## config.mk

```make
export PLATFORM = sky130hd
export DESIGN_NAME = target_locate_flat
export DESIGN_NICKNAME = d
export VERILOG_FILES = /design/src/rtl/target_locate_if.sv /design/src/rtl/target_locate.sv /design/src/flat_wrapper.sv
export SDC_FILE = /design/constraint.sdc
export NUM_CORES = 1
export LEC_CHECK = 0
export BUFFER_PORTS_ARGS = -buffer_cell sky130_fd_sc_hd__buf_2
export CORE_UTILIZATION = 26
export DETAILED_ROUTE_END_ITERATION = 8
export GPL_ROUTABILITY_DRIVEN = 0
export GPL_TIMING_DRIVEN = 0
export PLACE_DENSITY = 0.39
export RECOVER_POWER = 25
export SYNTH_ARGS = -nofsm -noshare
export SYNTH_HDL_FRONTEND = slang
export SYNTH_SLANG_ARGS = --single-unit
```

## constraint.sdc

```tcl
create_clock -name clk -period 5.9 [get_ports clk]
set_clock_uncertainty 0.05 [all_clocks]
set_input_delay 0 -clock clk [delete_from_list [all_inputs] [get_ports clk]]
set_output_delay 0 -clock clk [all_outputs]
set_load 0.05 [all_outputs]
```

## src/rtl/target_locate_if.sv

```systemverilog
// rtl/target_locate_if.sv - pixel-stream and result bundle for target_locate
//
// Purpose: groups the binarized pixel stream (vsync / de / bin) and the
// located-target result (centre coordinates, valid pulse, found level).
// Ports (signals):
//   pre_frame_vsync  frame sync, rising edge marks a frame boundary
//   pre_frame_de     active-pixel enable
//   pre_bin          binarized pixel, 1 = target colour
//   x_coor, y_coor   target centre column / row (10 bits)
//   coor_valid_flag  one-cycle pulse, new coordinates available
//   obj_found        level, last completed frame contained a valid target
// Modports: master = pixel source / result consumer, slave = target_locate.

interface target_locate_if;
   logic       pre_frame_vsync;
   logic       pre_frame_de;
   logic       pre_bin;
   logic [9:0] x_coor;
   logic [9:0] y_coor;
   logic       coor_valid_flag;
   logic       obj_found;

   modport master (
      output pre_frame_vsync, pre_frame_de, pre_bin,
      input  x_coor, y_coor, coor_valid_flag, obj_found
   );

   modport slave (
      input  pre_frame_vsync, pre_frame_de, pre_bin,
      output x_coor, y_coor, coor_valid_flag, obj_found
   );
endinterface

```

## src/rtl/target_locate.sv

```systemverilog
// rtl/target_locate.sv - per-frame bounding-box centre of a binarized target
//
// Purpose: accumulates the bounding box and pixel count of target-colour
// pixels over one frame, then on the next vsync rising edge reports the box
// centre (coor_valid_flag pulse two cycles after the edge) when the frame
// held at least MIN_PIXELS target pixels.
// Ports:
//   clk    pixel clock, all logic on the rising edge
//   rst_n  asynchronous active-low reset
//   bus    target_locate_if.slave (pixel stream in, result out)
// Parameters: MIN_PIXELS (valid-target pixel threshold),
//             H_MAX (column/row counter saturation value).
// Optional build macro: TARGET_LOCATE_FILTER_EN - when defined, reported
// coordinates are the rounded mean of the previous report and the new centre.

module target_locate #(
   parameter logic [18:0] MIN_PIXELS = 19'd50,
   parameter logic [9:0]  H_MAX      = 10'd1023
) (
   input  logic            clk,
   input  logic            rst_n,
   target_locate_if.slave  bus
);

   typedef enum logic [1:0] {IDLE, ACCUM, CALC, OUT} state_t;

   state_t      state;
   logic        vs_d;
   logic        de_d;
   logic [9:0]  h_cnt;
   logic [9:0]  v_cnt;
   logic [18:0] pix_cnt;
   logic [9:0]  x_min, x_max, y_min, y_max;

   // snapshot of the finished frame, taken on the vsync edge
   logic [18:0] lat_pix;
   logic [9:0]  lat_x_min, lat_x_max, lat_y_min, lat_y_max;

   logic [9:0]  x_coor_r, y_coor_r;
   logic        valid_r, found_r;

   logic        vs_rise;
   logic        de_fall;
   logic        hit;
   logic [9:0]  centre_x, centre_y;

   assign vs_rise = bus.pre_frame_vsync & ~vs_d;
   assign de_fall = de_d & ~bus.pre_frame_de;
   // pixels coinciding with the vsync edge belong to no frame
   assign hit     = (state == ACCUM) & bus.pre_frame_de & bus.pre_bin & ~vs_rise;

   assign centre_x = 10'(({1'b0, lat_x_min} + {1'b0, lat_x_max}) >> 1);
   assign centre_y = 10'(({1'b0, lat_y_min} + {1'b0, lat_y_max}) >> 1);

   assign bus.x_coor          = x_coor_r;
   assign bus.y_coor          = y_coor_r;
   assign bus.coor_valid_flag = valid_r;
   assign bus.obj_found       = found_r;

   // edge-detect delays and pixel position counters
   always_ff @(posedge clk or negedge rst_n) begin
      if (!rst_n) begin
         vs_d  <= 1'b0;
         de_d  <= 1'b0;
         h_cnt <= 10'd0;
         v_cnt <= 10'd0;
      end else begin
         vs_d <= bus.pre_frame_vsync;
         de_d <= bus.pre_frame_de;
         if (bus.pre_frame_de) begin
            if (h_cnt != H_MAX)
               h_cnt <= h_cnt + 10'd1;
         end else if (de_fall) begin
            h_cnt <= 10'd0;
         end
         if (vs_rise)
            v_cnt <= 10'd0;
         else if (de_fall && v_cnt != H_MAX)
            v_cnt <= v_cnt + 10'd1;
      end
   end

   // running statistics; cleared on every vsync edge regardless of state so a
   // frame that starts during CALC/OUT still begins from a clean box
   always_ff @(posedge clk or negedge rst_n) begin
      if (!rst_n) begin
         pix_cnt <= 19'd0;
         x_min   <= 10'h3FF;
         x_max   <= 10'd0;
         y_min   <= 10'h3FF;
         y_max   <= 10'd0;
      end else if (vs_rise) begin
         pix_cnt <= 19'd0;
         x_min   <= 10'h3FF;
         x_max   <= 10'd0;
         y_min   <= 10'h3FF;
         y_max   <= 10'd0;
      end else if (hit) begin
         if (pix_cnt != 19'h7FFFF)
            pix_cnt <= pix_cnt + 19'd1;
         if (h_cnt < x_min) x_min <= h_cnt;
         if (h_cnt > x_max) x_max <= h_cnt;
         if (v_cnt < y_min) y_min <= v_cnt;
         if (v_cnt > y_max) y_max <= v_cnt;
      end
   end

`ifdef TARGET_LOCATE_FILTER_EN
   logic        have_prev;
   logic [9:0]  filt_x, filt_y;

   assign filt_x = have_prev ? 10'(({1'b0, x_coor_r} + {1'b0, centre_x} + 11'd1) >> 1) : centre_x;
   assign filt_y = have_prev ? 10'(({1'b0, y_coor_r} + {1'b0, centre_y} + 11'd1) >> 1) : centre_y;
`endif

   // frame FSM with registered outputs; outputs are loaded on the CALC->OUT
   // edge so the valid pulse is high during OUT, two cycles after the vsync edge
   always_ff @(posedge clk or negedge rst_n) begin
      if (!rst_n) begin
         state     <= IDLE;
         lat_pix   <= 19'd0;
         lat_x_min <= 10'h3FF;
         lat_x_max <= 10'd0;
         lat_y_min <= 10'h3FF;
         lat_y_max <= 10'd0;
         x_coor_r  <= 10'd0;
         y_coor_r  <= 10'd0;
         valid_r   <= 1'b0;
         found_r   <= 1'b0;
`ifdef TARGET_LOCATE_FILTER_EN
         have_prev <= 1'b0;
`endif
      end else begin
         valid_r <= 1'b0;
         case (state)
            IDLE: begin
               if (vs_rise)
                  state <= ACCUM;
            end
            ACCUM: begin
               if (vs_rise) begin
                  lat_pix   <= pix_cnt;
                  lat_x_min <= x_min;
                  lat_x_max <= x_max;
                  lat_y_min <= y_min;
                  lat_y_max <= y_max;
                  state     <= CALC;
               end
            end
            CALC: begin
               if (lat_pix >= MIN_PIXELS) begin
`ifdef TARGET_LOCATE_FILTER_EN
                  x_coor_r  <= filt_x;
                  y_coor_r  <= filt_y;
                  have_prev <= 1'b1;
`else
                  x_coor_r  <= centre_x;
                  y_coor_r  <= centre_y;
`endif
                  valid_r   <= 1'b1;
                  found_r   <= 1'b1;
               end else begin
                  found_r   <= 1'b0;
               end
               state <= OUT;
            end
            OUT: begin
               state <= ACCUM;
            end
            default: state <= IDLE;
         endcase
      end
   end

endmodule

```

## src/flat_wrapper.sv

```systemverilog
// flat-port wrapper written by rule: the top's interface ports become plain ports
module target_locate_flat 
#(
   parameter logic [18:0] MIN_PIXELS = 19'd50,
   parameter logic [9:0]  H_MAX      = 10'd1023
)
  (clk, rst_n, bus_pre_frame_vsync, bus_pre_frame_de, bus_pre_bin, bus_x_coor, bus_y_coor, bus_coor_valid_flag, bus_obj_found);
  target_locate_if bus_i ();
  input  logic clk;
  input  logic rst_n;
  input wire logic [$bits(bus_i.pre_frame_vsync)-1:0] bus_pre_frame_vsync;
  input wire logic [$bits(bus_i.pre_frame_de)-1:0] bus_pre_frame_de;
  input wire logic [$bits(bus_i.pre_bin)-1:0] bus_pre_bin;
  output wire logic [$bits(bus_i.x_coor)-1:0] bus_x_coor;
  output wire logic [$bits(bus_i.y_coor)-1:0] bus_y_coor;
  output wire logic [$bits(bus_i.coor_valid_flag)-1:0] bus_coor_valid_flag;
  output wire logic [$bits(bus_i.obj_found)-1:0] bus_obj_found;
  assign bus_i.pre_frame_vsync = bus_pre_frame_vsync;
  assign bus_i.pre_frame_de = bus_pre_frame_de;
  assign bus_i.pre_bin = bus_pre_bin;
  assign bus_x_coor = bus_i.x_coor;
  assign bus_y_coor = bus_i.y_coor;
  assign bus_coor_valid_flag = bus_i.coor_valid_flag;
  assign bus_obj_found = bus_i.obj_found;
  target_locate #(.MIN_PIXELS(MIN_PIXELS), .H_MAX(H_MAX)) u_core (.clk(clk), .rst_n(rst_n), .bus(bus_i));
endmodule
```

# --- Yosys cells after proc, flatten, opt, wreduce, memory -nomap -nowiden ---
# Cells that the tools add are included.
word_totals:
  reg_bits: 164
  inputBits: 5
  output_inout_bits: 22
  elab_cells: 90
op_classes:
  add_sub_neg: 5
  order_cmp: 5
  n_eq_ne: 9
  muxes: 25
  bitwise_logic: 8
  reduce_logical: 19
ops:
  columns: ["op", "n"]
  rows:
  - ["$mux 10", 17]
  - ["$mux 19", 3]
  - ["$add 10x10->11", 2]
  - ["$add 10x1->10 const B", 2]
  - ["$gt 10x10->1", 2]
  - ["$lt 10x10->1", 2]
  - ["$ne 10x10->1 const B", 2]
  - ["$add 19x1->19 const B", 1]
  - ["$ge 19x6->1 const B", 1]
  - ["$ne 19x19->1 const B", 1]
  - ["$reduce_and 2->1", 9]
  - ["$reduce_bool 2->1", 8]
  - ["$pmux 2 s4", 1]
  - ["$ne 2x1->1 const B", 3]
  - ["$and 1x1->1", 5]
  - ["$eq 2x2->1 const B", 2]
  - ["$mux 2", 2]
  - ["$not 1->1", 3]
  - ["$eq 2x1->1 const B", 1]
  - ["$logic_not 2->1", 1]
  - ["$mux 1", 2]
  - ["$logic_and 1x1->1", 1]

# --- Longest topological paths before layout ---
# Gate-level depths: netlist of run 1.
logic_depth:
  ltp_word: 6
  mapped_depth: 8
  depth_no_buf: 7

# --- Least setup slack after synthesis of run 1 ---
# OpenSTA, ideal clock, no wires.
synth_timing:
  kind: "register -> register"
  from: "reg u_core.y_min[4]"
  to: "reg u_core.y_min[0]"
  setup_ns: 0.075
  arrival_ns: 1.923
  required_time_ns: 5.775
  slack_ns: 3.853
  stages_incl_launch_ff: 9
  n_path_buf: 1
  synth_period_minus_slack_ns: 2.047
  path_cell_list: "dfstp_2 -> inv_1 -> ha_1 -> a21oi_1 -> nor2b_1 -> a2111oi_0 -> o31a_1 -> buf_4 -> mux2i_1"
synth_between:
  elab_chain_len: 3
synth_lines:
  columns: ["item", "line", "source"]
  rows:
  - ["start, declared", "target_locate.sv:33", "logic [9:0] x_min, x_max, y_min, y_max;"]
  - ["start signal, assigned", "target_locate.sv:103", "if (v_cnt < y_min) y_min <= v_cnt;"]
  - ["$lt 10x10->1", "target_locate.sv:103", null]
  - ["$reduce_bool 2->1 (no line)", null, null]
  - ["$reduce_and 2->1 (no line)", null, null]
# No other way between the ends.
# A chain may end at the register's enable or synchronous reset.

==> results by group, run 1 <==
Min path
  • Type of the worst min-delay path: input pin to flip-flop

Flow run
  • Number of max-cap violations: 1

Global route
  • Maximum number of pins on one net before global-route repair: 114
  • GR Overflow Total: 0
  • Number of antenna violations at the first check in global routing: 0
  • Wire length of the first global-routing pass: 36.5 mm
  • Total Routing Usage GR: 14.0%
  • Number of global-route vias before repair: 6520

Pwr
  • Pwr Total: 3.34 mW
  • Leakage: 4.50 nW
  • Power per standard cell area: 332 nW/um2
  • Max IR drop VDD: 0.000214 V

Place
  • HPWL reported at the end of detailed placement: 16.3 mm
  • Total of buffers placed on input and output ports: 26
  • Placed cell areas: 9480 um2

Cells and area
  • Flip-flop count of the largest register after layout: 19
  • Fraction of final layout cells sized beyond drive strength 1: 13.9%
  • Most common library cell in the layout ignoring fill and taps: sky130_fd_sc_hd__nand2_1
  • Fill count: 3535
  • Registers with the most flip-flops: u_core.pix_cnt x19, u_core.lat_pix x18
  • Post-route standard cell area excluding fillers: 10100 um2
  • Layout area overhead: 14.9%
  • Register with the most flip-flops: u_core.pix_cnt
  • Top library cells by usage in the layout, fill and taps aside: 132 x sky130_fd_sc_hd__nand2_1, 123 x sky130_fd_sc_hd__dfrtp_1, 83 x sky130_fd_sc_hd__o21ai_0, 68 x sky130_fd_sc_hd__nor2_1, 63 x sky130_fd_sc_hd__ha_1
  • Post-layout nets: 1008
  • Count of inserted antenna diode cells: 0
  • Final core utilization: 30.6%

Detailed routing
  • Average wire per standard cell: 16.0 um
  • Number of DRC violations after detailed routing: 0
  • Antenna-violating nets left: 0
  • Vias per std cell: 4.56
  • Iteration count of the initial detailed-routing pass: 5
  • Routed wire length: 22.3 mm
  • Iteration-0 DRC Markers: 279
  • Count of vias placed by the detailed router: 6358

Synth
  • Arithmetic-cell share of the synthesized area counting full adders, half adders and majority gates: 9.45%
  • Post-synth top flop: sky130_fd_sc_hd__dfrtp_1
  • Fraction of synthesized area in multiplexers: 7.11%
  • Register bit count reported by yosys: 163
  • Average instance area after synthesis: 9.86 um2
  • Asr flop ratio synth: 100%
  • Main combinational cell family by area after synthesis: simple AND/OR/NAND/NOR gates
  • Share of synthesized area occupied by flip-flops and latches: 47.1%
  • Basic-gate share of the synthesized area counting and, or, nand and nor cells: 16.1%
  • Number of warnings printed during yosys synthesis: 0
  • Number of flops mapped to enable cells by yosys: 0
  • Area share of xor/xnor cells in the synthesized design: 2.80%
  • Post-synthesis net count: 959
  • Synth Cell Area: 8760 um2
  • Number of standard cells after synthesis: 889
  • Compound-gate portion of the synthesized area: 13.3%
  • Count of different cell masters after synthesis: 62

Timing
  • Fraction of the cycle the final worst path needs: 48.5%
  • Setup-failing EPs final: 0
  • Total count of max-transition violations in the final report: 51
  • F_max: 350 MHz
  • Post-layout min period: 2860 ps
  • Transition time of the tightest slew-check pin: 3010 ps
  • RSZ-0062 raised after global routing: no
  • Final hold viol count: 0
  • Sum Neg Setup Slack: 0 ps
  • Max-slew headroom at the worst pin: -101%

Critical path
  • Cell with the largest stage delay on the worst path: sky130_fd_sc_hd__clkbuf_1
  • CP cell instances: dlygate4sd3_1 > clkbuf_1
  • Number of buffer and inverter stages on the critical path: 2
  • Startpoint type of the worst setup path: input pin
  • Crit path kind: input pin to async pin
  • Slowest Stage Delay on Critical Path: 2110 ps
  • Family with the most delay on the worst path: buffers and inverters
  • Crit path DAT: 2690 ps
  • CP max FO: 51
  • Required time at the endpoint of the critical path: 5730 ps
  • Critical Path Sink Type: async pin

Clock network
  • Clock tree from TritonCTS: yes
  • Clock tree sinks: 163
  • Number of buffers added by the clock tree synthesis step: 17
  • CTS H-Tree Depth: 4
  • Register clock-pin slew on the reported worst setup and hold paths: 70 ps
  • Cell chosen for the clock root: sky130_fd_sc_hd__clkbuf_16
  • Max Root-Sink Buffers: 2
  • Insertion delay to the later sink of the worst-skew pair: 430 ps

Floorplan
  • Width of the die: 186 um
  • Die Height: 186 um
  • Number of top-level pins: 27
  • Overall die area: 34400 um2
  • Standard-cell rows: 66
  • Core footprint: 32900 um2
  • Starting density of the core: 26.7%

Outcome
  • Violations in the final reports: max-capacitance violations, max-slew violations
  • Outcome: complete, but fails checks
[per-layer routing]
metal | vias up | track usage (%) | routed length, um
li1 | 3211 | - | -
met4 | 0 | 3.97 | 256
met5 | - | 0 | 0
met1 | 3058 | 19.3 | 11500
met2 | 71 | 22.4 | 10100
met3 | 18 | 2.35 | 485
[final timing paths]
check,start,to,slack (ps),depth (start not counted)
worst max register to register,u_core.lat_pix[17],u_core.bus.x_coor[4],3460,7
worst min-delay path,bus_pre_bin,u_core.pix_cnt[1],80,3
min in group asynchronous,rst_n,u_core.v_cnt[2],1050,2
worst min register to register,u_core.bus.x_coor[2],u_core.bus.x_coor[2],420,2
worst max-delay path,rst_n,u_core.bus.x_coor[8],3040,2
max in group clk,u_core.lat_pix[17],u_core.bus.x_coor[4],3460,7
[cell families after synthesis]
logic type,Yosys count
AND/OR/NAND/NOR,300
AO/OA/AOI/OAI,186
flip-flops,163
buffers and inverters,87
adder cells (fa/ha/maj),65
multiplexers,60
XOR/XNOR,28
[cell usage after synthesis, types with 4 or more instances]
library cell	number	area [um2]
sky130_fd_sc_hd__nor4_1	4	25.0
sky130_fd_sc_hd__a21o_1	12	90.1
sky130_fd_sc_hd__a211oi_1	8	60.1
sky130_fd_sc_hd__a31oi_1	4	25.0
sky130_fd_sc_hd__o31a_1	4	35.0
sky130_fd_sc_hd__nor3_1	11	55.1
sky130_fd_sc_hd__nand3_1	23	115
sky130_fd_sc_hd__dfrtp_1	123	3080
sky130_fd_sc_hd__a21oi_1	38	190
sky130_fd_sc_hd__o21ai_0	83	415
sky130_fd_sc_hd__mux2i_1	42	420
sky130_fd_sc_hd__nor2b_1	8	50.1
sky130_fd_sc_hd__dfstp_2	40	1050
sky130_fd_sc_hd__nand2b_1	5	31.3
sky130_fd_sc_hd__ha_1	63	788
sky130_fd_sc_hd__o21a_1	7	52.6
sky130_fd_sc_hd__nand2_1	132	495
sky130_fd_sc_hd__xor2_1	11	96.3
sky130_fd_sc_hd__and4_1	7	61.3
sky130_fd_sc_hd__or3_1	8	50.1
sky130_fd_sc_hd__xnor2_1	17	149
sky130_fd_sc_hd__nor2_1	68	255
sky130_fd_sc_hd__buf_2	9	45.0
sky130_fd_sc_hd__o31ai_1	5	37.5
sky130_fd_sc_hd__mux2_2	18	203
sky130_fd_sc_hd__clkbuf_1	21	78.8
sky130_fd_sc_hd__inv_1	51	191
sky130_fd_sc_hd__and2_1	4	25.0
sky130_fd_sc_hd__nand4_1	11	68.8
[what timing repair did]
item	in CTS	in global routing
hold buffers	3	0
resized for setup	0	0
setup buffers	0	0
hold endpoints to repair	139	0
[stage by stage]
step | worst slack (ps) | std cells | hold slack [ps]
floorplan | 3850 | 889 | -346
detailed placement | 3410 | 1358 | -101
finish | 3040 | 1393 | 80.9
CTS | 3420 | 1393 | 10.1
global placement | 1810 | 1357 | 140
global route | 2310 | 1393 | 81.9
[power by group]
group          internal, mW  total (mW)  switching [mW]
sequential             1.36        1.48           0.123
clock                 0.606        1.12           0.512
combinational         0.299       0.738           0.439
total                  2.27        3.34            1.07
[cell type report]
class,count,area [um2],share of cell area (%)
multi-input cells,639,4270,42.4
flip-flops and latches,163,4130,41.0
well taps,442,553,5.50
clock buffers,18,439,4.36
inverters,52,195,1.94
plain buffers,35,173,1.72
repair buffers,30,165,1.64
clock inverters,14,144,1.43
Note: power is estimated with default switching activity, not from simulation.
==> run 2: changes to the inputs <==
- PLACE_DENSITY: 0.39 -> 0.4
- clock period: 5.9 -> 2.6 ns (I/O delays scaled with it)
==> run 2 against run 1 <==
The flow still finishes with violations (max-capacitance violations, max-slew violations); sequential cell count unchanged; hold slack improved by 180 ps; first-iteration DRC count fell by 40%; core utilization about the same; power up 130%; via count shrank 1.0%; worst setup slack lost 2800 ps; largest cell class unchanged; largest power group unchanged.
==> results by group, run 2 (synthesized netlist as in run 1, its figures left out) <==
Outcome
  • Outcome: complete, but fails checks (unchanged)
  • Violations in the final reports: max-capacitance violations, max-slew violations (unchanged)

Global route
  • Number of antenna violations at the first check in global routing: 0 (unchanged)
  • Met1 track utilization from global routing: 19.3% (about the same)
  • Number of global-route vias before repair: 6459 (was 6520)
  • Wire length of the first global-routing pass: 36.1 mm (was 36.5 mm)
  • Fraction of met3 tracks used by global routing: 2.21% (was 2.35%)
  • Maximum number of pins on one net before global-route repair: 98 (was 114)
  • Grt met2 use: 21.7% (was 22.4%)
  • GR Overflow Total: 0 (unchanged)
  • Global-route layer with the greatest usage: met2 (unchanged)
  • Total Routing Usage GR: 13.8% (was 14.0%)

Pwr
  • Clock network fraction of design power: 33.3% (was 33.5%)
  • Sequential fraction of design power: 44.8% (was 44.4%)
  • Switching component of the power: 2.44 mW (was 1.07 mW)
  • Leakage: 4.51 nW (was 4.50 nW)
  • Combinational power share: 21.9% (was 22.1%)
  • Max IR drop VDD: 0.000541 V (was 0.000214 V)
  • Power per standard cell area: 749 nW/um2 (was 332 nW/um2)
  • Cell internal pwr: 5.11 mW (was 2.27 mW)
  • Switching power as a share of total power: 32.4% (was 32.2%)

Cells and area
  • Register with the most flip-flops: u_core.pix_cnt (unchanged)
  • Top library cells by usage in the layout, fill and taps aside: 132 x sky130_fd_sc_hd__nand2_1, 123 x sky130_fd_sc_hd__dfrtp_1, 82 x sky130_fd_sc_hd__o21ai_0, 68 x sky130_fd_sc_hd__nor2_1, 63 x sky130_fd_sc_hd__ha_1 (was 132 x sky130_fd_sc_hd__nand2_1, 123 x sky130_fd_sc_hd__dfrtp_1, 83 x sky130_fd_sc_hd__o21ai_0, 68 x sky130_fd_sc_hd__nor2_1, 63 x sky130_fd_sc_hd__ha_1)
  • Flip-flop count of the largest register after layout: 19 (unchanged)
  • Post-layout nets: 1009 (was 1008)
  • Most common library cell in the layout ignoring fill and taps: sky130_fd_sc_hd__nand2_1 (unchanged)
  • Count of inserted antenna diode cells: 0 (unchanged)
  • Finished Layout Cells: 1394 (was 1393)
  • Fraction of final layout cells sized beyond drive strength 1: 13.8% (was 13.9%)
  • Registers with the most flip-flops: u_core.pix_cnt x19, u_core.lat_pix x18 (unchanged)
  • Layout area overhead: 15.0% (was 14.9%)

Floorplan
  • Number of top-level pins: 27 (unchanged)
  • Width of the die: 186 um (unchanged)
  • Overall die area: 34400 um2 (unchanged)
  • Standard-cell rows: 66 (unchanged)
  • Starting density of the core: 26.7% (unchanged)
  • Die Height: 186 um (unchanged)
  • Core footprint: 32900 um2 (unchanged)

Critical path
  • Startpoint type of the worst setup path: flip-flop (was input pin)
  • Required time at the endpoint of the critical path: 2910 ps (was 5730 ps)
  • Cell with the largest stage delay on the worst path: sky130_fd_sc_hd__dfstp_2 (was sky130_fd_sc_hd__clkbuf_1)
  • Crit path from: u_core.y_min[4] (was rst_n)
  • CP max FO: 10 (was 51)
  • Slowest Stage Delay on Critical Path: 540 ps (was 2110 ps)
  • RR Startpoint: u_core.y_min[4] (was u_core.lat_pix[17])
  • CP cell instances: inv_1 > ha_1 > a21oi_1 > nor2b_1 > a2111oi_0 > o31a_1 > buf_4 > mux2i_1 (was dlygate4sd3_1 > clkbuf_1)
  • Critical Path Sink Type: flip-flop (was async pin)
  • Crit path DAT: 2640 ps (was 2690 ps)
  • Crit path kind: flip-flop to flip-flop (was input pin to async pin)

Timing
  • Setup-failing EPs final: 0 (unchanged)
  • Post-route setup slack: 268 ps (was 3040 ps)
  • Transition time of the tightest slew-check pin: 1830 ps (was 3010 ps)
  • Fraction of the cycle the final worst path needs: 89.7%
  • Hold Worst Slack: 264 ps (was 80.9 ps)
  • Post-layout min period: 2330 ps
  • RSZ-0062 raised after global routing: no (unchanged)
  • F_max: 429 MHz
  • Total count of max-transition violations in the final report: 67 (was 51)
  • Final hold viol count: 0 (unchanged)
  • Max-slew headroom at the worst pin: -22.1% (was -101%)

Clock network
  • Clock tree from TritonCTS: yes (unchanged)
  • Number of buffers added by the clock tree synthesis step: 17 (unchanged)
  • Cell chosen for the clock root: sky130_fd_sc_hd__clkbuf_16 (unchanged)
  • Max Root-Sink Buffers: 2 (unchanged)
  • Insertion delay to the later sink of the worst-skew pair: 440 ps (was 430 ps)
  • Register clock-pin slew on the reported worst setup and hold paths: 80 ps (was 70 ps)
  • Clock tree sinks: 163 (unchanged)
  • CTS H-Tree Depth: 4 (unchanged)

Detailed routing
  • Iteration count of the initial detailed-routing pass: 5 (unchanged)
  • Vias per std cell: 4.51 (was 4.56)
  • Number of DRC violations after detailed routing: 0 (unchanged)
  • Antenna-violating nets left: 0 (unchanged)
  • Average wire per standard cell: 15.8 um (was 16.0 um)
  • Iteration-0 DRC Markers: 168 (was 279)
  • Routed wire length: 22.1 mm (was 22.3 mm)
  • Count of vias placed by the detailed router: 6292 (was 6358)

Place
  • Total of buffers placed on input and output ports: 26 (unchanged)
  • HPWL reported at the end of detailed placement: 16.1 mm (was 16.3 mm)
  • Total placed cells including tap cells: 1358 (unchanged)
  • Worst setup slack before clock tree synthesis: 147 ps (was 3410 ps)

Flow run
  • Number of max-cap violations: 1 (unchanged)

Min path
  • Type of the worst min-delay path: input pin to flip-flop (unchanged)
  • Start point of the worst min-delay path: bus_pre_frame_vsync (was bus_pre_bin)
[run 2: changes by cell type in the layout (fill, tap and decap cells not counted), moves of 2 or more]
cell,previous run,this run
sky130_fd_sc_hd__buf_2,17,15
sky130_fd_sc_hd__clkbuf_8,1,3
sky130_fd_sc_hd__clkinvlp_4,2,0
sky130_fd_sc_hd__inv_8,1,3
[run 2: critical path: cells and delay by family (launching register included)]
kind / cells / cell delay [ps]
compound gates: 3 / 770
buf+inv: 2 / 280
fa+ha+maj: 1 / 310
simple gates: 1 / 70
mux: 1 / 220
flops: 1 / 540
[run 2: repair_timing]
action	in CTS	in global routing
hold endpoints to repair	71	1
setup buffers	0	0
endpoints found under the setup margin	0	4
resized for setup	0	2
hold buffers	3	1
[run 2: per-layer routing]
metal	share of wire [%]	wire length [um]
met5	0	0
met2	44	9710
met3	2.1	469
met1	52	11500
met4	1.7	379
[run 2: final cells by class]
cell class	instances	area [um2]
fill	3531	22800
multi-input combinational	639	4270
sequential	163	4130
tap	442	553
clock buffer	20	467
inverter	52	195
timing repair buffer	31	174
buffer	35	173
clock inverter	12	113
[run 2: metrics by stage]
stage	util (%)	power, mW	area [um2]	TNS, ps
global placement	28.7	5.08	9450	-185610
CTS	30.7	7.68	10100	0
floorplan	-	4.55	8760	0
finish	30.7	7.55	10100	0
global route	30.7	8.08	10100	0
detailed placement	28.9	5.11	9480	0
[run 2: worst paths after layout]
kind / to / slack [ps] / cells past startpoint
max: u_core.y_min[9] / 270 / 8
max reg2reg: u_core.y_min[9] / 270 / 8
min: u_core.vs_d / 260 / 2
min in group asynchronous: u_core.v_cnt[2] / 540 / 2
max in group asynchronous: u_core.lat_x_min[8] / 660 / 3
min reg2reg: u_core.bus.y_coor[0] / 420 / 2
[run 2: power by group through the flow]
stage | clock network (mW) | registers (mW) | logic, mW
floorplan | 0 | 3.31 | 1.24
global placement | 0 | 3.42 | 1.66
detailed placement | 0 | 3.44 | 1.67
CTS | 2.60 | 3.39 | 1.69
global route | 2.71 | 3.44 | 1.93
finish | 2.52 | 3.38 | 1.65
